===== src/rtl/ctrl_pkg.sv =====
// Shared encodings for the multi-cycle and future pipelined MIPS controllers:
// FSM states, MIPS-I opcode/func values, ALU operation codes and mux selects.
package ctrl_pkg;

    typedef enum logic [3:0] {
        StFetch = 4'd0,
        StDcd   = 4'd1,
        StExe   = 4'd2,
        StAluWb = 4'd3,
        StMa    = 4'd4,
        StMr    = 4'd5,
        StMemWb = 4'd6,
        StMw    = 4'd7,
        StBr    = 4'd8,
        StJmp   = 4'd9,
        StJr    = 4'd10,
        StMd    = 4'd11,
        StErr   = 4'd12
    } state_e;

    typedef enum logic [3:0] {
        ClsAluR,
        ClsAluI,
        ClsLoad,
        ClsStore,
        ClsBranch,
        ClsJump,
        ClsJr,
        ClsMulDiv,
        ClsMfHiLo,
        ClsIllegal
    } cls_e;

    localparam logic [5:0] OpRtype = 6'h00;
    localparam logic [5:0] OpJ     = 6'h02;
    localparam logic [5:0] OpJal   = 6'h03;
    localparam logic [5:0] OpBeq   = 6'h04;
    localparam logic [5:0] OpBne   = 6'h05;
    localparam logic [5:0] OpAddi  = 6'h08;
    localparam logic [5:0] OpAddiu = 6'h09;
    localparam logic [5:0] OpAndi  = 6'h0c;
    localparam logic [5:0] OpOri   = 6'h0d;
    localparam logic [5:0] OpXori  = 6'h0e;
    localparam logic [5:0] OpLui   = 6'h0f;
    localparam logic [5:0] OpLw    = 6'h23;
    localparam logic [5:0] OpSw    = 6'h2b;

    localparam logic [5:0] FnSll   = 6'h00;
    localparam logic [5:0] FnSrl   = 6'h02;
    localparam logic [5:0] FnSra   = 6'h03;
    localparam logic [5:0] FnSllv  = 6'h04;
    localparam logic [5:0] FnSrlv  = 6'h06;
    localparam logic [5:0] FnSrav  = 6'h07;
    localparam logic [5:0] FnJr    = 6'h08;
    localparam logic [5:0] FnMfhi  = 6'h10;
    localparam logic [5:0] FnMflo  = 6'h12;
    localparam logic [5:0] FnMult  = 6'h18;
    localparam logic [5:0] FnMultu = 6'h19;
    localparam logic [5:0] FnDiv   = 6'h1a;
    localparam logic [5:0] FnDivu  = 6'h1b;
    localparam logic [5:0] FnAdd   = 6'h20;
    localparam logic [5:0] FnAddu  = 6'h21;
    localparam logic [5:0] FnSub   = 6'h22;
    localparam logic [5:0] FnSubu  = 6'h23;
    localparam logic [5:0] FnAnd   = 6'h24;
    localparam logic [5:0] FnOr    = 6'h25;
    localparam logic [5:0] FnXor   = 6'h26;
    localparam logic [5:0] FnNor   = 6'h27;
    localparam logic [5:0] FnSlt   = 6'h2a;
    localparam logic [5:0] FnSltu  = 6'h2b;

    localparam int unsigned AluCodeW = 5;
    localparam logic [AluCodeW-1:0] AluAdd  = 5'd0;
    localparam logic [AluCodeW-1:0] AluAddu = 5'd1;
    localparam logic [AluCodeW-1:0] AluSub  = 5'd2;
    localparam logic [AluCodeW-1:0] AluSubu = 5'd3;
    localparam logic [AluCodeW-1:0] AluAnd  = 5'd4;
    localparam logic [AluCodeW-1:0] AluOr   = 5'd5;
    localparam logic [AluCodeW-1:0] AluXor  = 5'd6;
    localparam logic [AluCodeW-1:0] AluNor  = 5'd7;
    localparam logic [AluCodeW-1:0] AluSlt  = 5'd8;
    localparam logic [AluCodeW-1:0] AluSltu = 5'd9;
    localparam logic [AluCodeW-1:0] AluSll  = 5'd10;
    localparam logic [AluCodeW-1:0] AluSrl  = 5'd11;
    localparam logic [AluCodeW-1:0] AluSra  = 5'd12;
    localparam logic [AluCodeW-1:0] AluSllv = 5'd13;
    localparam logic [AluCodeW-1:0] AluSrlv = 5'd14;
    localparam logic [AluCodeW-1:0] AluSrav = 5'd15;

    localparam logic [1:0] NpcPc4    = 2'd0;
    localparam logic [1:0] NpcBranch = 2'd1;
    localparam logic [1:0] NpcJump   = 2'd2;
    localparam logic [1:0] NpcReg    = 2'd3;

    localparam logic [1:0] WdAlu  = 2'd0;
    localparam logic [1:0] WdMem  = 2'd1;
    localparam logic [1:0] WdPc   = 2'd2;
    localparam logic [1:0] WdHiLo = 2'd3;

    localparam logic [1:0] RegRd = 2'd0;
    localparam logic [1:0] RegRt = 2'd1;
    localparam logic [1:0] Reg31 = 2'd2;

    localparam logic [1:0] ExtZero  = 2'd0;
    localparam logic [1:0] ExtSign  = 2'd1;
    localparam logic [1:0] ExtUpper = 2'd2;

    // States in which the controller waits on the memory handshake.
    function automatic logic is_wait_state(state_e s);
        return s inside {StFetch, StMr, StMw};
    endfunction

endpackage


===== src/rtl/ctrl_decode.sv =====
// Combinational instruction decoder: op/func to instruction class, ALU operation
// and immediate-extension select. Also used by the pipelined controller.
module ctrl_decode
    import ctrl_pkg::*;
#(
    parameter bit HAS_MULDIV = 1'b1
) (
    input  logic [5:0]          op,
    input  logic [5:0]          func,
    output cls_e                cls,
    output logic [AluCodeW-1:0] alu_op,
    output logic [1:0]          ext_sel,
    output logic                is_jal,
    output logic                is_bne
);

    always_comb begin
        cls     = ClsIllegal;
        alu_op  = AluAdd;
        ext_sel = ExtSign;
        is_jal  = (op == OpJal);
        is_bne  = (op == OpBne);

        case (op)
            OpRtype: begin
                cls = ClsAluR;
                case (func)
                    FnSll:   alu_op = AluSll;
                    FnSrl:   alu_op = AluSrl;
                    FnSra:   alu_op = AluSra;
                    FnSllv:  alu_op = AluSllv;
                    FnSrlv:  alu_op = AluSrlv;
                    FnSrav:  alu_op = AluSrav;
                    FnAdd:   alu_op = AluAdd;
                    FnAddu:  alu_op = AluAddu;
                    FnSub:   alu_op = AluSub;
                    FnSubu:  alu_op = AluSubu;
                    FnAnd:   alu_op = AluAnd;
                    FnOr:    alu_op = AluOr;
                    FnXor:   alu_op = AluXor;
                    FnNor:   alu_op = AluNor;
                    FnSlt:   alu_op = AluSlt;
                    FnSltu:  alu_op = AluSltu;
                    FnJr:    cls = ClsJr;
                    FnMfhi, FnMflo:
                        cls = HAS_MULDIV ? ClsMfHiLo : ClsIllegal;
                    FnMult, FnMultu, FnDiv, FnDivu:
                        cls = HAS_MULDIV ? ClsMulDiv : ClsIllegal;
                    default: cls = ClsIllegal;
                endcase
            end
            OpAddi:  begin cls = ClsAluI; alu_op = AluAdd;  end
            OpAddiu: begin cls = ClsAluI; alu_op = AluAddu; end
            OpAndi:  begin cls = ClsAluI; alu_op = AluAnd; ext_sel = ExtZero; end
            OpOri:   begin cls = ClsAluI; alu_op = AluOr;  ext_sel = ExtZero; end
            OpXori:  begin cls = ClsAluI; alu_op = AluXor; ext_sel = ExtZero; end
            // lui: the upper-extended immediate is ORed onto $zero.
            OpLui:   begin cls = ClsAluI; alu_op = AluOr;  ext_sel = ExtUpper; end
            OpLw:    cls = ClsLoad;
            OpSw:    cls = ClsStore;
            OpBeq, OpBne: cls = ClsBranch;
            OpJ, OpJal:   cls = ClsJump;
            default: cls = ClsIllegal;
        endcase
    end

endmodule


===== src/rtl/mc_ctrl_hs.sv =====
// Multi-cycle MIPS control FSM with memory ready handshake, mul/div wait,
// memory wait-timeout and sticky illegal-opcode / bus-error flags.
module mc_ctrl_hs
    import ctrl_pkg::*;
#(
    parameter bit          HAS_MULDIV = 1'b1,
    parameter int unsigned TIMEOUT    = 255,
    parameter int unsigned ALUOP_W    = 5
) (
    input  logic               clk,
    input  logic               rst,
    input  logic [5:0]         op,
    input  logic [5:0]         func,
    input  logic               zero,
    input  logic               mem_rdy,
    input  logic               md_busy,
    output logic               mem_req,
    output logic               mem_we,
    output logic               RFWr,
    output logic               DMWr,
    output logic               PCWr,
    output logic               IRWr,
    output logic [1:0]         EXTSel,
    output logic [ALUOP_W-1:0] ALUOp,
    output logic [1:0]         NPCOp,
    output logic [1:0]         RegSel,
    output logic [1:0]         WDSel,
    output logic               BSel,
    output logic               md_start,
    output logic               ill_op,
    output logic               bus_err,
    output logic [3:0]         state_o
);

    state_e               state_q, state_d;
    logic [15:0]          cnt_q, cnt_d;
    logic                 ill_q, ill_d;
    logic                 berr_q, berr_d;
    logic                 wait_hit;

    cls_e                 dec_cls;
    logic [AluCodeW-1:0]  dec_alu;
    logic [1:0]           dec_ext;
    logic                 dec_jal;
    logic                 dec_bne;

    ctrl_decode #(
        .HAS_MULDIV (HAS_MULDIV)
    ) u_decode (
        .op      (op),
        .func    (func),
        .cls     (dec_cls),
        .alu_op  (dec_alu),
        .ext_sel (dec_ext),
        .is_jal  (dec_jal),
        .is_bne  (dec_bne)
    );

    // This wait cycle would be the TIMEOUT-th one without mem_rdy.
    assign wait_hit = (cnt_q == 16'(TIMEOUT - 1));

    always_comb begin
        state_d  = state_q;
        cnt_d    = '0;
        ill_d    = ill_q;
        berr_d   = berr_q;
        mem_req  = 1'b0;
        RFWr     = 1'b0;
        DMWr     = 1'b0;
        PCWr     = 1'b0;
        IRWr     = 1'b0;
        EXTSel   = ExtZero;
        ALUOp    = '0;
        NPCOp    = NpcPc4;
        RegSel   = RegRd;
        WDSel    = WdAlu;
        BSel     = 1'b0;
        md_start = 1'b0;

        unique case (state_q)
            StFetch: begin
                mem_req = 1'b1;
                if (mem_rdy) begin
                    IRWr    = 1'b1;
                    PCWr    = 1'b1;
                    NPCOp   = NpcPc4;
                    state_d = StDcd;
                end
            end
            StDcd: begin
                EXTSel = dec_ext;
                case (dec_cls)
                    ClsAluR, ClsAluI, ClsMulDiv, ClsMfHiLo: state_d = StExe;
                    ClsLoad, ClsStore: state_d = StMa;
                    ClsBranch:         state_d = StBr;
                    ClsJump:           state_d = StJmp;
                    ClsJr:             state_d = StJr;
                    default: begin
                        state_d = StErr;
                        ill_d   = 1'b1;
                    end
                endcase
            end
            StExe: begin
                BSel  = (dec_cls == ClsAluI);
                ALUOp = ALUOP_W'(dec_alu);
                if (dec_cls == ClsMulDiv) begin
                    md_start = 1'b1;
                    state_d  = StMd;
                end else begin
                    state_d = StAluWb;
                end
            end
            StAluWb: begin
                RFWr    = 1'b1;
                RegSel  = (dec_cls == ClsAluI) ? RegRt : RegRd;
                WDSel   = (dec_cls == ClsMfHiLo) ? WdHiLo : WdAlu;
                state_d = StFetch;
            end
            StMa: begin
                BSel    = 1'b1;
                ALUOp   = ALUOP_W'(AluAddu);
                state_d = (dec_cls == ClsLoad) ? StMr : StMw;
            end
            StMr: begin
                mem_req = 1'b1;
                if (mem_rdy) state_d = StMemWb;
            end
            StMemWb: begin
                RFWr    = 1'b1;
                RegSel  = RegRt;
                WDSel   = WdMem;
                state_d = StFetch;
            end
            StMw: begin
                mem_req = 1'b1;
                DMWr    = 1'b1;
                if (mem_rdy) state_d = StFetch;
            end
            StBr: begin
                ALUOp   = ALUOP_W'(AluSubu);
                NPCOp   = NpcBranch;
                PCWr    = dec_bne ? ~zero : zero;
                state_d = StFetch;
            end
            StJmp: begin
                PCWr  = 1'b1;
                NPCOp = NpcJump;
                if (dec_jal) begin
                    RFWr   = 1'b1;
                    RegSel = Reg31;
                    WDSel  = WdPc;
                end
                state_d = StFetch;
            end
            StJr: begin
                PCWr    = 1'b1;
                NPCOp   = NpcReg;
                state_d = StFetch;
            end
            StMd: begin
                if (!md_busy) state_d = StFetch;
            end
            StErr: state_d = StErr;
            default: state_d = StErr;
        endcase

        if (is_wait_state(state_q) && !mem_rdy) begin
            if (wait_hit) begin
                state_d = StErr;
                berr_d  = 1'b1;
            end else begin
                cnt_d = cnt_q + 16'd1;
            end
        end

        // Reset kills every strobe in the same cycle, including the fetch request.
        if (rst) begin
            mem_req  = 1'b0;
            RFWr     = 1'b0;
            DMWr     = 1'b0;
            PCWr     = 1'b0;
            IRWr     = 1'b0;
            EXTSel   = '0;
            ALUOp    = '0;
            NPCOp    = '0;
            RegSel   = '0;
            WDSel    = '0;
            BSel     = 1'b0;
            md_start = 1'b0;
        end
    end

    assign mem_we  = DMWr;
    assign ill_op  = ill_q;
    assign bus_err = berr_q;
    assign state_o = state_q;

    always_ff @(posedge clk or posedge rst) begin
        if (rst) begin
            state_q <= StFetch;
            cnt_q   <= '0;
            ill_q   <= 1'b0;
            berr_q  <= 1'b0;
        end else begin
            state_q <= state_d;
            cnt_q   <= cnt_d;
            ill_q   <= ill_d;
            berr_q  <= berr_d;
        end
    end

endmodule


===== config.mk =====
export PLATFORM = sky130hd
export DESIGN_NAME = mc_ctrl_hs
export DESIGN_NICKNAME = d
export VERILOG_FILES = /design/src/rtl/ctrl_pkg.sv /design/src/rtl/ctrl_decode.sv /design/src/rtl/mc_ctrl_hs.sv
export SDC_FILE = /design/constraint.sdc
export NUM_CORES = 1
export LEC_CHECK = 0
export CAP_MARGIN = 20
export CORE_MARGIN = 2
export CORE_UTILIZATION = 55
export DETAILED_ROUTE_END_ITERATION = 6
export PLACE_DENSITY = 0.86
export SYNTH_ARGS = -nofsm -noshare
export SYNTH_HDL_FRONTEND = slang
export SYNTH_SLANG_ARGS = --single-unit

===== constraint.sdc =====
create_clock -name clk -period 7.9 [get_ports clk]
set_clock_uncertainty 0.1 [all_clocks]
set_input_delay 1.185 -clock clk [delete_from_list [all_inputs] [get_ports clk]]
set_output_delay 1.185 -clock clk [all_outputs]
set_load 0.02 [all_outputs]

# Word-level counts from Yosys, hierarchy flattened
# Index checks and enable logic that the tools add are counted.
classes:
  n_addsub: 1
  eq_ne: 54
  mux: 48
  bitwise: 2
  reduce_logical: 24
ops:
  columns: ["cell", "count"]
  rows:
  - ["equality test 6 bit (second input constant)", 12]
  - ["case mux 4 bit (15 select lines)", 1]
  - ["equality test 6 x 4 -> 1 bit (second input constant)", 7]
  - ["equality test 6 x 5 -> 1 bit (second input constant)", 6]
  - ["equality test 4 x 3 -> 1 bit (second input constant)", 8]
  - ["2-to-1 mux 16 bit", 2]
  - ["case mux 4 bit (8 select lines)", 1]
  - ["equality test 6 x 3 -> 1 bit (second input constant)", 5]
  - ["2-to-1 mux 4 bit", 7]
  - ["case mux 5 bit (5 select lines)", 1]
  - ["equality test 6 x 2 -> 1 bit (second input constant)", 4]
  - ["case mux 4 bit (6 select lines)", 1]
  - ["equality test 4 bit (second input constant)", 5]
  - ["case mux 4 bit (5 select lines)", 1]
  - ["case mux 2 bit (3 select lines)", 3]
  - ["adder 16 x 1 -> 16 bit (second input constant)", 1]
  - ["equality test 16 x 8 -> 1 bit (second input constant)", 1]
  - ["equality test 4 x 2 -> 1 bit (second input constant)", 4]
  - ["2-to-1 mux 1 bit", 16]
  - ["2-to-1 mux 2 bit", 8]
  - ["case mux 4 bit (4 select lines)", 1]
  - ["OR reduction 16 bit", 1]
  - ["case mux 5 bit (3 select lines)", 1]
  - ["OR reduction 2 bit", 7]
  - ["other kinds (17)", 25]
word_totals:
  register_bits: 22

# Logic depth before layout (Yosys ltp)
# Gate-level depths: netlist of the first run.
logic_depth:
  depth_word: 10
  depth_mapped: 8
  ltp_nobuf: 8

# Modules after synthesis
# Synthesis of the first run repeated with hierarchy kept, for this count alone.
unflattened:
  hier_cells: 267
  area_unflattened_um2: 2087.0
by_module_without_submodules:
  columns: ["mod", "n_inst", "cells_per_inst", "area_each_um2", "seq_area_each_um2"]
  rows:
  - ["mc_ctrl_hs", 1, 190, 1626.6, 550.5]
  - ["ctrl_decode", 1, 77, 460.4, 0.0]

# Least setup slack after synthesis of the first run
# Ideal clock, no wire load.
synth_path:
  path_type: "input to output"
  start: "input op[5]"
  end: "output ALUOp[0]"
  arrival_ns: 3.395
  required_ns: 6.615
  slack_ns: 3.220
  cell_stages: 7
  cell_sequence: "buf_6 > or4_4 > or3_1 > buf_2 > or4_4 > o21a_1 > nor4_2"
synth_between:
  elab_chain_len: 5
  word_cells_on_any_way: 10
synth_rtl:
  columns: ["element", "line_no", "source"]
  rows:
  - ["start, declared", "mc_ctrl_hs.sv:12", "input logic [5:0] op,"]
  - ["equality test 6 x 4 -> 1 bit", "ctrl_decode.sv:24", "case (op)"]
  - ["OR reduction 2 bit (no line)", null, null]
  - ["case mux 5 bit (5 select lines) *", "ctrl_decode.sv:24", null]
  - ["case mux 5 bit (3 select lines) *", "mc_ctrl_hs.sv:80", "unique case (state_q)"]
  - ["2-to-1 mux 5 bit *", "mc_ctrl_hs.sv:178", "if (rst) begin"]
  - ["end, declared", "mc_ctrl_hs.sv:24", "output logic [ALUOP_W-1:0] ALUOp,"]
# Every way passes the cells marked *; elsewhere a longest branch is shown, timed or not.

# Worst setup path in the final report of the first run
layout_path:
  start: "input op[2]"
  end: "output ALUOp[0]"
# Same word-level chain as after synthesis.

==> flow_metrics.env, run 1 <==
export IMPL_power_density_mw_per_mm2=199
export IMPL_ys_top_cells_by_area="dfrtp_1 27%, nor2_1 7.1%, a21oi_1 6.7%"
export IMPL_cts_tree="yes"
export IMPL_final_common_cell="clkdlybuf4s50_1"
export IMPL_min_period_ps=5820
export IMPL_drv_slew=0
export IMPL_final_nets=318
export IMPL_yosysSeqAreaShare_pct=27.2
export IMPL_wl_met3_um=354
export IMPL_numPortBuffers=42
export IMPL_top_level_ports=44
export IMPL_yosysTopAreaCellShare_pct=27.2
export IMPL_vias=2109
export IMPL_synth_edff_count=0
export IMPL_root_buffer="clkbuf_8"
export IMPL_drc=0
export IMPL_synthArstFlopShare_pct=100
export IMPL_ant_nets=0
export IMPL_tns_ps=0
export IMPL_maxSlewHeadroom_pct=39.6
export IMPL_start_util_pct=56.0
export IMPL_cp_end_kind="output pin"
export IMPL_yosysTopAreaCell="dfrtp_1"
export IMPL_row_count=22
export IMPL_crit_slowest_cell="clkdlybuf4s50_1"
export IMPL_p_switching_w=0.000212
export IMPL_finalHoldViolations=0
export IMPL_drive_above_1_share_pct=5.37
export IMPL_synthDistinctLibCells=51
export IMPL_crit_path_max_incr_delay_ps=680
export IMPL_cp_cell_sequence="clkdlybuf4s50_1, or4_4, or3_1, or4_4, o21a_1, nor4_2, clkdlybuf4s50_1"
export IMPL_cp_buffers_inverters=2
export IMPL_drtIter0Drc=136
export IMPL_critPathKind="primary input to output pin"
export IMPL_wl_um=5210
export IMPL_area_growth_pct=20.7
export IMPL_p_comb_share_pct=47.9
export IMPL_crit_path_max_fanout=15
export IMPL_m1WireLength_um=2380
export IMPL_ys_ff_latch=22
export IMPL_clkPwrFrac_pct=16.9
export IMPL_die_w_um=64.6
export IMPL_dr_max_layer_used="met4"
export IMPL_grt_usage_pct=26.2
export IMPL_grt_max_degree=26
export IMPL_avgSynthCellArea_um2=7.35
export IMPL_synth_ff_type="dfrtp_1"
export IMPL_nFillCells=318
export IMPL_dp_hpwl_um=3760
export IMPL_drt_pre_antenna_iters=5
export IMPL_timing_rr_start="state_o[0]"
export IMPL_die_area_mm2=0.00418
export IMPL_htree_levels=1
export IMPL_synth_cells=275
export IMPL_hold_buffers=0
export IMPL_grt_pass1_vias=1864
export IMPL_core_mm2=0.00361
export IMPL_clk_pin_slew_ps=80
export IMPL_syn_area_mm2=0.00202
export IMPL_dieHeight_um=64.6
export IMPL_peakVddDrop_uv=193
export IMPL_cp_data_required_time_ps=6610
export IMPL_cp_arrival_ps=4540
export IMPL_leakagePower_nw=0.922
export IMPL_cts_made_buffers=3
export IMPL_holdCritStartpoint="ill_op"
export IMPL_p_seq_share_pct=35.2
export IMPL_final_cell_mix="42 x clkdlybuf4s50_1, 38 x nor2_1, 27 x a21oi_1, 22 x dfrtp_1, 21 x nand2_1"
export IMPL_cap_violations=0
export IMPL_viasPerCell=6.10
export IMPL_outcome="finished clean"
export IMPL_rsz0062_at_grt="false"
export IMPL_antenna_found_initial=0
export IMPL_cts_setup_buffers=0
export IMPL_regArea_um2=551
export IMPL_cp_top_family="simple AND/OR/NAND/NOR gates"
export IMPL_r2r_setup_slack_ps=5790
export IMPL_clock_latency_ps=270
export IMPL_yosysWarningCount=0
export IMPL_clock_fmax_mhz=172
export IMPL_met2_length_um=2400
export IMPL_power_total_w=0.000485
export IMPL_internal_power_w=0.000273
export IMPL_grt_pass1_wl_um=8710
export IMPL_switching_share_pct=43.7
export IMPL_synth_nets=294
export IMPL_period_share_pct=73.7
export IMPL_crit_path_start="op[2]"
export IMPL_worst_slew_pin_slew_ps=905
export IMPL_cts_resized=0
export IMPL_worst_hold_path_type="flip-flop to flip-flop"
export IMPL_post_drt_wl_per_cell_um=15.0
export IMPL_gp_congestion=0.932
export IMPL_setup_violations=0
export IMPL_clk_path_buf_depth=2
export IMPL_diodes=0
export IMPL_multi_input_area_mm2=0.00132
export IMPL_grt_overflow=0
export IMPL_critPathLaunchType="primary input"
export IMPL_cts_sinks=22
-- synthesized netlist by cell type, drive strengths merged (3+ instances only) --
| cell type | instances |
|---|---|
| nor2 | 38 |
| a21oi | 27 |
| dfrtp | 22 |
| nand2 | 21 |
| nor3 | 15 |
| clkbuf | 13 |
| xor2 | 11 |
| buf | 10 |
| nand3 | 9 |
| o21ai | 9 |
| inv | 8 |
| nand2b | 8 |
| nor2b | 8 |
| nor4 | 7 |
| and3 | 6 |
| or2 | 4 |
| or3 | 4 |
| or4 | 4 |
| xnor2 | 4 |
| nand4 | 3 |
| nor3b | 3 |
| nor4b | 3 |
| o21a | 3 |
-- routing by layer --
metal | track usage [%] | up-vias
met3 | 4.34 | 9
met1 | 36.6 | 982
met2 | 41.5 | 90
met4 | 8.51 | 0
li1 | - | 1028
met5 | 0 | -
-- power groups by stage --
stage	clock, W	sequential (W)	combinational (W)
floorplan	0	0.000149	0.000177
global placement	0	0.000171	0.000226
detailed placement	0	0.000172	0.000229
CTS	0.0000827	0.000169	0.000230
global route	0.0000872	0.000175	0.000255
finish	0.0000820	0.000171	0.000232
-- kinds of logic (layout without fill, tap and decap cells) --
kind of cell | after synthesis | after routing | synth area share [%]
adders and majority gates | 2 | 2 | 1.24
xor gates and xnor gates | 15 | 15 | 6.50
other | 1 | 1 | 0.186
buffers and inverters | 31 | 54 | 7.31
DFF | 22 | 22 | 27.2
muxes | 2 | 2 | 1.11
AOI/OAI and AO/OA | 62 | 62 | 19.5
and+or+nand+nor | 140 | 140 | 36.9
-- layout make-up --
| type | count | area share [%] |
|---|---|---|
| Multi-Input combinational cell | 222 | 54.2 |
| Sequential cell | 22 | 22.6 |
| Timing Repair Buffer | 42 | 17.2 |
| Tap cell | 48 | 2.46 |
| Clock buffer | 4 | 2.26 |
| Inverter | 8 | 1.23 |
-- worst paths after layout --
check | depth (start not counted) | to
setup / recovery | 7 | ALUOp[0]
hold / removal | 1 | ill_op
setup reg to reg | 5 | state_o[2]
hold reg to reg | 1 | ill_op
max in group asynchronous | 2 | cnt_q[12]
min in group asynchronous | 2 | bus_err
-- sequential cells by signal, indices dropped and copies added, names as in the netlist --
name / cells
bus_err: 1
cnt_q: 16
ill_op: 1
state_o: 4
-- metrics by stage --
stage	hold WS [ps]	util, %	cells	setup WS (ps)	area [um2]
after floorplan	380	-	275	3220	2020
after global placement	361	66.1	342	2160	2380
after detailed placement	359	66.1	342	2090	2380
after CTS	378	67.6	346	2090	2440
after global routing	399	67.6	346	1910	2440
final	372	67.6	346	2080	2440
Power figures use the tool's default switching activity.
==> inputs of run 2 (changes only) <==
CORE_UTILIZATION = 46   (was 55)
PLACE_DENSITY = 0.76   (was 0.86)
clock period = 4.87 ns   (was 7.9 ns; I/O delays follow)
==> flow_metrics.env, run 2 (same netlist as run 1, synthesis figures left out) <==
export IMPL_instances_no_fill=356
export IMPL_drt_pre_antenna_iters=4
export IMPL_wl_um=5170
export IMPL_final_common_cell="clkdlybuf4s50_1"
export IMPL_clk_pin_slew_ps=80
export IMPL_r2r_setup_slack_ps=2670
export IMPL_clkPwrFrac_pct=20.3
export IMPL_numPortBuffers=42
export IMPL_peakVddDrop_uv=205
export IMPL_final_nets=324
export IMPL_grt_pass1_wl_um=8780
export IMPL_dpl_cell_area_mm2=0.00243
export IMPL_root_buffer="clkbuf_8"
export IMPL_cts_setup_buffers=0
export IMPL_row_count=24
export IMPL_clock_fmax_mhz=218
export IMPL_clk_path_buf_depth=2
export IMPL_p_seq_share_pct=33.5
export IMPL_area_growth_pct=24.0
export IMPL_core_mm2=0.00429
export IMPL_worst_slew_pin_slew_ps=662
export IMPL_hold_ws_ps=378
export IMPL_drive_above_1_share_pct=7.24
export IMPL_cap_violations=0
export IMPL_crit_cells=7
export IMPL_grt_overflow=0
export IMPL_hold_buffers=0
export IMPL_min_period_ps=4590
export IMPL_cp_endpoint="ALUOp[0]"
export IMPL_critPathLaunchType="primary input"
export IMPL_cp_arrival_ps=3760
export IMPL_dp_cells=352
export IMPL_cts_made_buffers=3
export IMPL_drtIter0Drc=171
export IMPL_cts_tree="yes"
export IMPL_drv_slew=0
export IMPL_vias=2073
export IMPL_htree_levels=1
export IMPL_ant_nets=0
export IMPL_die_area_mm2=0.00494
export IMPL_largest_reg_flops=16
export IMPL_period_share_pct=94.2
export IMPL_clock_latency_ps=260
export IMPL_drc=0
export IMPL_crit_slowest_cell="clkdlybuf4s50_1"
export IMPL_timing_rr_start="state_o[0]"
export IMPL_worst_hold_path_type="flip-flop to flip-flop"
export IMPL_hold_depth=1
export IMPL_crit_path_max_fanout=7
export IMPL_worst_r2r_endpoint="state_o[2]"
export IMPL_dp_hpwl_um=3820
export IMPL_crit_path_max_incr_delay_ps=650
export IMPL_tns_ps=0
export IMPL_cp_end_kind="output pin"
export IMPL_post_drt_wl_per_cell_um=14.5
export IMPL_finalHoldViolations=0
export IMPL_final_cell_mix="42 x clkdlybuf4s50_1, 38 x nor2_1, 27 x a21oi_1, 22 x dfrtp_1, 21 x nand2_1"
export IMPL_fin_area_mm2=0.00250
export IMPL_start_util_pct=47.1
export IMPL_grt_usage_pct=21.4
export IMPL_dieHeight_um=70.3
export IMPL_critPathKind="primary input to output pin"
export IMPL_switching_share_pct=41.8
export IMPL_setup_violations=0
export IMPL_cp_data_required_time_ps=4040
export IMPL_diodes=0
export IMPL_antenna_found_initial=0
export IMPL_cp_top_family="simple AND/OR/NAND/NOR gates"
export IMPL_maxSlewHeadroom_pct=55.5
export IMPL_cp_cell_sequence="clkdlybuf4s50_1, or4_4, or3_1, or4_4, o21a_1, nor4_2, clkdlybuf4s50_1"
export IMPL_grt_max_degree=25
export IMPL_cp_buffers_inverters=2
export IMPL_top_register="cnt_q"
export IMPL_die_w_um=70.3
export IMPL_cts_resized=0
export IMPL_rsz0062_at_grt="false"
export IMPL_internal_power_w=0.000484
export IMPL_top_level_ports=44
export IMPL_p_switching_w=0.000348
export IMPL_power_density_mw_per_mm2=332
export IMPL_leakagePower_nw=0.957
export IMPL_viasPerCell=5.82
export IMPL_gp_congestion=0.861
export IMPL_r2r_cells=5
export IMPL_grt_pass1_vias=1875
export IMPL_crit_path_start="op[4]"
export IMPL_outcome="finished clean"
export IMPL_cts_sinks=22
export IMPL_p_comb_share_pct=46.3
-- run 2: power groups by stage --
stage / Combinational [W] / Clock (W) / Sequential [W]
global placement: 0.000377 / 0 / 0.000280
detailed placement: 0.000380 / 0 / 0.000281
finish: 0.000385 / 0.000169 / 0.000278
floorplan: 0.000287 / 0 / 0.000241
global route: 0.000421 / 0.000181 / 0.000288
CTS: 0.000383 / 0.000173 / 0.000277
-- run 2: worst min path at each step --
stage | to | slack, ps | start
CTS | ill_op | 380 | ill_op
detailed placement | ill_op | 360 | ill_op
finish | ill_op | 380 | ill_op
global placement | ill_op | 360 | ill_op
global route | ill_op | 400 | ill_op
floorplan | cnt_q[0] | 380 | cnt_q[0]
-- run 2: metrics by stage --
step / total power (W) / util, % / worst slack (ps)
2_1_floorplan: 0.000528 / - / 1100
3_3_place_gp: 0.000658 / 56.7 / 346
3_5_place_dp: 0.000661 / 56.7 / 305
4_1_cts: 0.000833 / 58.3 / 301
5_1_grt: 0.000890 / 58.3 / 180
6_report: 0.000831 / 58.3 / 283
-- run 2: per-layer routing --
| layer | share of wire, % | global-route usage, % |
|---|---|---|
| met2 | 45 | 32.8 |
| met3 | 5.8 | 3.03 |
| met5 | 0 | 0 |
| met1 | 49 | 32.5 |
| met4 | 0.39 | 2.99 |
-- run 2: cell type report --
type | count | area (um2)
Fill cell | 412 | 1790
Tap cell | 52 | 65.1
Clock inverter | 1 | 30.0
Timing Repair Buffer | 48 | 465
Inverter | 8 | 30.0
Multi-Input combinational cell | 222 | 1320
Sequential cell | 22 | 551
Clock buffer | 3 | 41.3
==> edit 1, RTL diff (config.mk and constraints of run 2) <==
Make the reset (`rst`) synchronous in one clocked block.
--- a/src/rtl/mc_ctrl_hs.sv
+++ b/src/rtl/mc_ctrl_hs.sv
@@ -197,5 +197,5 @@
     assign state_o = state_q;
 
-    always_ff @(posedge clk or posedge rst) begin
+    always_ff @(posedge clk) begin
         if (rst) begin
             state_q <= StFetch;
Check against the original RTL: differs if rst is asserted again (counterexample within 4 cycles, from zero or initial values and one cycle with rst high); with rst held inactive, the same outputs for 10 cycles.
==> edit 1 against run 2 <==
  * Routed wire length shrank 3.7%
  * Global-route usage shrank 1.5 points
  * Non-clock buffer count shrank 5
  * Cell count grew 2.0%
  * Setup slack gained 0.45 ns
  * Cell area shrank 0.45%
  * Area after synthesis grew 2.2%
  * Sequential cell count is the same
  * Total power shrank 15%
  * Largest cell class unchanged
  * Largest power group unchanged
==> edit 1: results (changes against run 2) <==
Route
  – Met3 routed WL: 215 um (-28%)
  – WL/cell: 13.7 um (-5.6%)
  – Via count: 2101 (+1.4%)
  – 1st-iter DRT viols: 110 (-36%)
  – Routed wire length: 4.98 mm (-3.7%)

STA
  – Hold WS: 0.371 ns (-0.00752 ns)
  – Max transition margin: 51.7% (-3.8 points)
  – Fmax: 241 MHz (+11%)

Synthesis
  – Post-synth top flop: dfxtp_1
  – Sequential-to-total area share from yosys stat: 21.3% (-5.9 points)
  – Syn nets: 303 (+3.1%)
  – Synth top area cells: dfxtp_1 (21%), nor2_1 (8.7%), a21oi_1 (4.8%)
  – Post-synth cell types: 74 (+45%)
  – Post-synth top cells: nor2_1 (48), dfxtp_1 (22), a21oi_1 (20), nand2_1 (20), nor3_1 (12)
  – Synthesized area per cell: 7.27 um2 (-1.0%)

Hold path
  – Worst hold path endpoint: bus_err$_SDFFE_PP0P_
  – WHS Path Cells: 2 (+1)
  – Min-delay src: bus_err$_SDFFE_PP0P_

Worst setup path
  – Critical Path Source: op[2]
  – R2R cell count: 6 (+1)
  – FF-to-FF setup slack: 2.88 ns (+0.21 ns)
  – CP Max Fanout: 14 (+7)
  – Top Family by Delay on Critical Path: buffers and inverters
  – R2r endpoint: state_o[1]$_SDFF_PP0_
  – CP endpoint: WDSel[0]

Global routing
  – First-pass GRT wire length: 8.39 mm (-4.5%)
  – Met3 Use GR: 3.42% (+0.39 points)
  – M1 GR Usage: 26.2% (-6.3 points)
  – Grt met2 use: 34.3% (+1.5 points)

Placement
  – DP Wirelength: 3.73 mm (-2.3%)
  – GPL Wtd Cong: 0.937 (+8.8%)
  – Dpl cells: 359 (+2.0%)

Power and ir drop
  – Switching fraction of total power: 40.9% (-0.94 points)
  – Seq group: 252 uW (-9.4%)
  – Peak supply drop: 0.210 mV (+2.6%)
  – P_clk: 128 uW (-24%)
  – Leakage: 0.000848 uW (-11%)
  – Flop pwr share: 35.6% (+2.1 points)

Layout
  – Fill count: 433 (+5.1%)
  – Layout cell share with drive strength beyond 1: 8.04% (+0.80 points)
  – Final net count: 331 (+2.2%)

Run status
  – Outcome: finished clean
==> edit 1: tightest hold or removal path: stages (launching register included) <==
cell and delay, ns:
dfxtp_1 0.33, nor2_1 0.05, nor2_1 0.07
==> edit 1: logic make-up (layout without fill, tap and decap cells) <==
group / Yosys count / count (layout) / synth area share (%)
xor gates and xnor gates: 18 / 18 / 7.63
muxes: 4 / 4 / 2.06
AOI/OAI and AO/OA: 66 / 66 / 23.2
buffers and inverters: 29 / 56 / 7.45
other: 1 / 1 / 0.182
adders and majority gates: 2 / 2 / 1.21
DFF: 22 / 22 / 21.3
and+or+nand+nor: 142 / 142 / 36.9
==> edit 1: area by class of cell <==
class | count | area [um2] | share of cell area (%)
tap | 52 | 65.1 | 2.61
multi-input combinational | 233 | 1470 | 59.0
sequential | 22 | 440 | 17.7
clock buffer | 4 | 55.1 | 2.21
timing repair buffer | 43 | 428 | 17.2
inverter | 9 | 33.8 | 1.35
==> edit 2, RTL diff (flow settings as in run 2) <==
Made on the original files. Change the parameter `ALUOP_W` from 5 to 10.
--- a/src/rtl/mc_ctrl_hs.sv
+++ b/src/rtl/mc_ctrl_hs.sv
@@ -6,5 +6,5 @@
     parameter bit          HAS_MULDIV = 1'b1,
     parameter int unsigned TIMEOUT    = 255,
-    parameter int unsigned ALUOP_W    = 5
+    parameter int unsigned ALUOP_W    = 10
 ) (
     input  logic               clk,
Interface: changed (resized ALUOp); port bits go from 44 to 49. The function was not compared with the original's and may differ.
==> edit 2 against run 2 <==
  * Area after synthesis increased by 1.9%
  * Cell area increased by 0.45%
  * Count of clock-buffer cells in the layout unchanged
  * Synthesized cell count increased by 1.8%
  * Setup slack got worse by 0.0048 ns
  * Sequential cell count unchanged
  * Total power decreased by 0.81%
  * Routed wire length decreased by 1.1%
  * Largest cell class unchanged
  * Largest power group unchanged
==> edit 2: results (changes against run 2) <==
Run status
  – Outcome: finished clean

Route
  – WL/cell: 14.2 um (-2.2%)
  – 1st-iter DRT viols: 147 (-14%)
  – Vias per cell: 5.79 (-0.49%)
  – DR pass1 iterations: 4 (unchanged)

Synthesis
  – Post-synth top cells: nor2_1 (38), a21oi_1 (27), dfrtp_1 (22)
  – YS warnings: 0 (unchanged)
  – Ys async rst share: 100% (unchanged)
  – Post-synth top flop: dfrtp_1
  – Sequential-to-total area share from yosys stat: 26.7% (-0.50 points)
  – Post-Syn Instances: 280 (+1.8%)
  – Post-synth cell types: 51 (unchanged)
  – Synth top area cells: dfrtp_1 (27%), nor2_1 (6.9%), a21oi_1 (6.6%)

Clock tree
  – Clk root buf: clkbuf_8
  – CTS clk-pin slew, worst paths: 0.07 ns
  – Worst skew pair latency: 0.26 ns (about the same)
  – Max Root-Sink Buffers: 2 (unchanged)
  – Post-CTS Setup Bufs: 0 (unchanged)
  – Htree depth: 1 (unchanged)
  – CTS buffer count: 3 (unchanged)
  – CTS resizes: 0 (unchanged)

Global routing
  – Via count of the first global-routing pass: 1791 (-4.5%)
  – Largest net degree at the start of global routing: 25 (unchanged)
  – Antenna violations before repair: 0 (unchanged)
  – First-pass GRT wire length: 8.51 mm (-3.1%)
  – Tot GR Track Use: 20.4% (-0.97 points)

Layout
  – Final net count: 328 (+1.2%)
  – Final std cells w/o fill: 360 (+1.1%)
  – Reg with most FFs: cnt_q
  – Max reg flops: 16 (unchanged)
  – Layout cell share with drive strength beyond 1: 6.82% (-0.42 points)
  – Ant. Diodes: 0 (unchanged)

STA
  – Hold WS: 0.375 ns (-0.00359 ns)
  – Slew Viols, Final: 0 (unchanged)
  – Slew @ Worst Pin: 0.646 ns (-0.0160 ns)

Worst setup path
  – Slowest Stage Delay on Critical Path: 0.65 ns (about the same)
  – Top Family by Delay on Critical Path: simple AND/OR/NAND/NOR gates
  – Worst path required time: 4.04 ns (about the same)
  – Critical-path top delay cell: clkdlybuf4s50_1
  – FF-to-FF setup slack: 2.75 ns (+0.08 ns)
  – CP Max Fanout: 6 (-1)

Run
  – Max cap viols: 0 (unchanged)

Placement
  – GPL Wtd Cong: 0.902 (+4.8%)
  – Port Buffers: 42 (unchanged)
  – DP Wirelength: 3.73 mm (-2.4%)

Hold path
  – Hold Path Class: reg -> reg

Power and ir drop
  – Leakage: 0.000969 uW (+1.2%)
  – Peak supply drop: 0.247 mV (+20%)
## edit 2: area by class of cell
cell class              instances  area, um2
clock buffers                   3       41.3
clock inverters                 1       30.0
fillers                       424       1810
inverters                       8       30.0
multi-input cells             227       1340
flip-flops and latches         22        551
well taps                      52       65.1
repair buffers                 47        458
## edit 2: metal layers
metal	wire length (um)	part of all wire [%]	GRT usage (%)
met1	2480	49	31.3
met2	2300	45	30.9
met3	330	6.4	4.27
met4	8	0.16	1.68
met5	0	0	0
## edit 2: cells by family after synthesis
group / Yosys count / synth area share (%)
fa+ha+maj: 2 / 1.22
other cells: 1 / 0.182
flops: 22 / 26.7
simple gates: 140 / 36.2
buf+inv: 36 / 9.00
xor+xnor: 15 / 6.38
mux: 2 / 1.09
compound gates: 62 / 19.1
## edit 2: power breakdown
group	leakage, uW	internal (uW)	total, uW	switching, uW
registers	0.000294	202	276	74.6
logic	0.000639	172	382	210
clock network	0.0000357	110	167	57.0
## edit 2: path summary, 6_finish.rpt
| kind | depth (start not counted) | from | end |
|---|---|---|---|
| hold reg to reg | 1 | ill_op$_DFFE_PP0P_ | ill_op$_DFFE_PP0P_ |
| min in group asynchronous | 3 | rst | state_o[0]$_DFF_PP0_ |
| max in group asynchronous | 3 | rst | cnt_q[11]$_DFF_PP0_ |
| setup / recovery | 7 | op[2] | ALUOp[0] |
| setup reg to reg | 5 | state_o[0]$_DFF_PP0_ | state_o[2]$_DFF_PP0_ |
| hold / removal | 1 | ill_op$_DFFE_PP0P_ | ill_op$_DFFE_PP0P_ |
## edit 2: per-stage QoR
step	worst slack [ns]	util (%)	instance area, um2	power [uW]
floorplan	1.10	-	2080	534
global placement	0.337	56.5	2440	656
CTS	0.290	58.2	2520	824
finish	0.278	58.2	2520	825
global route	0.149	58.2	2520	882
detailed placement	0.299	56.5	2440	656
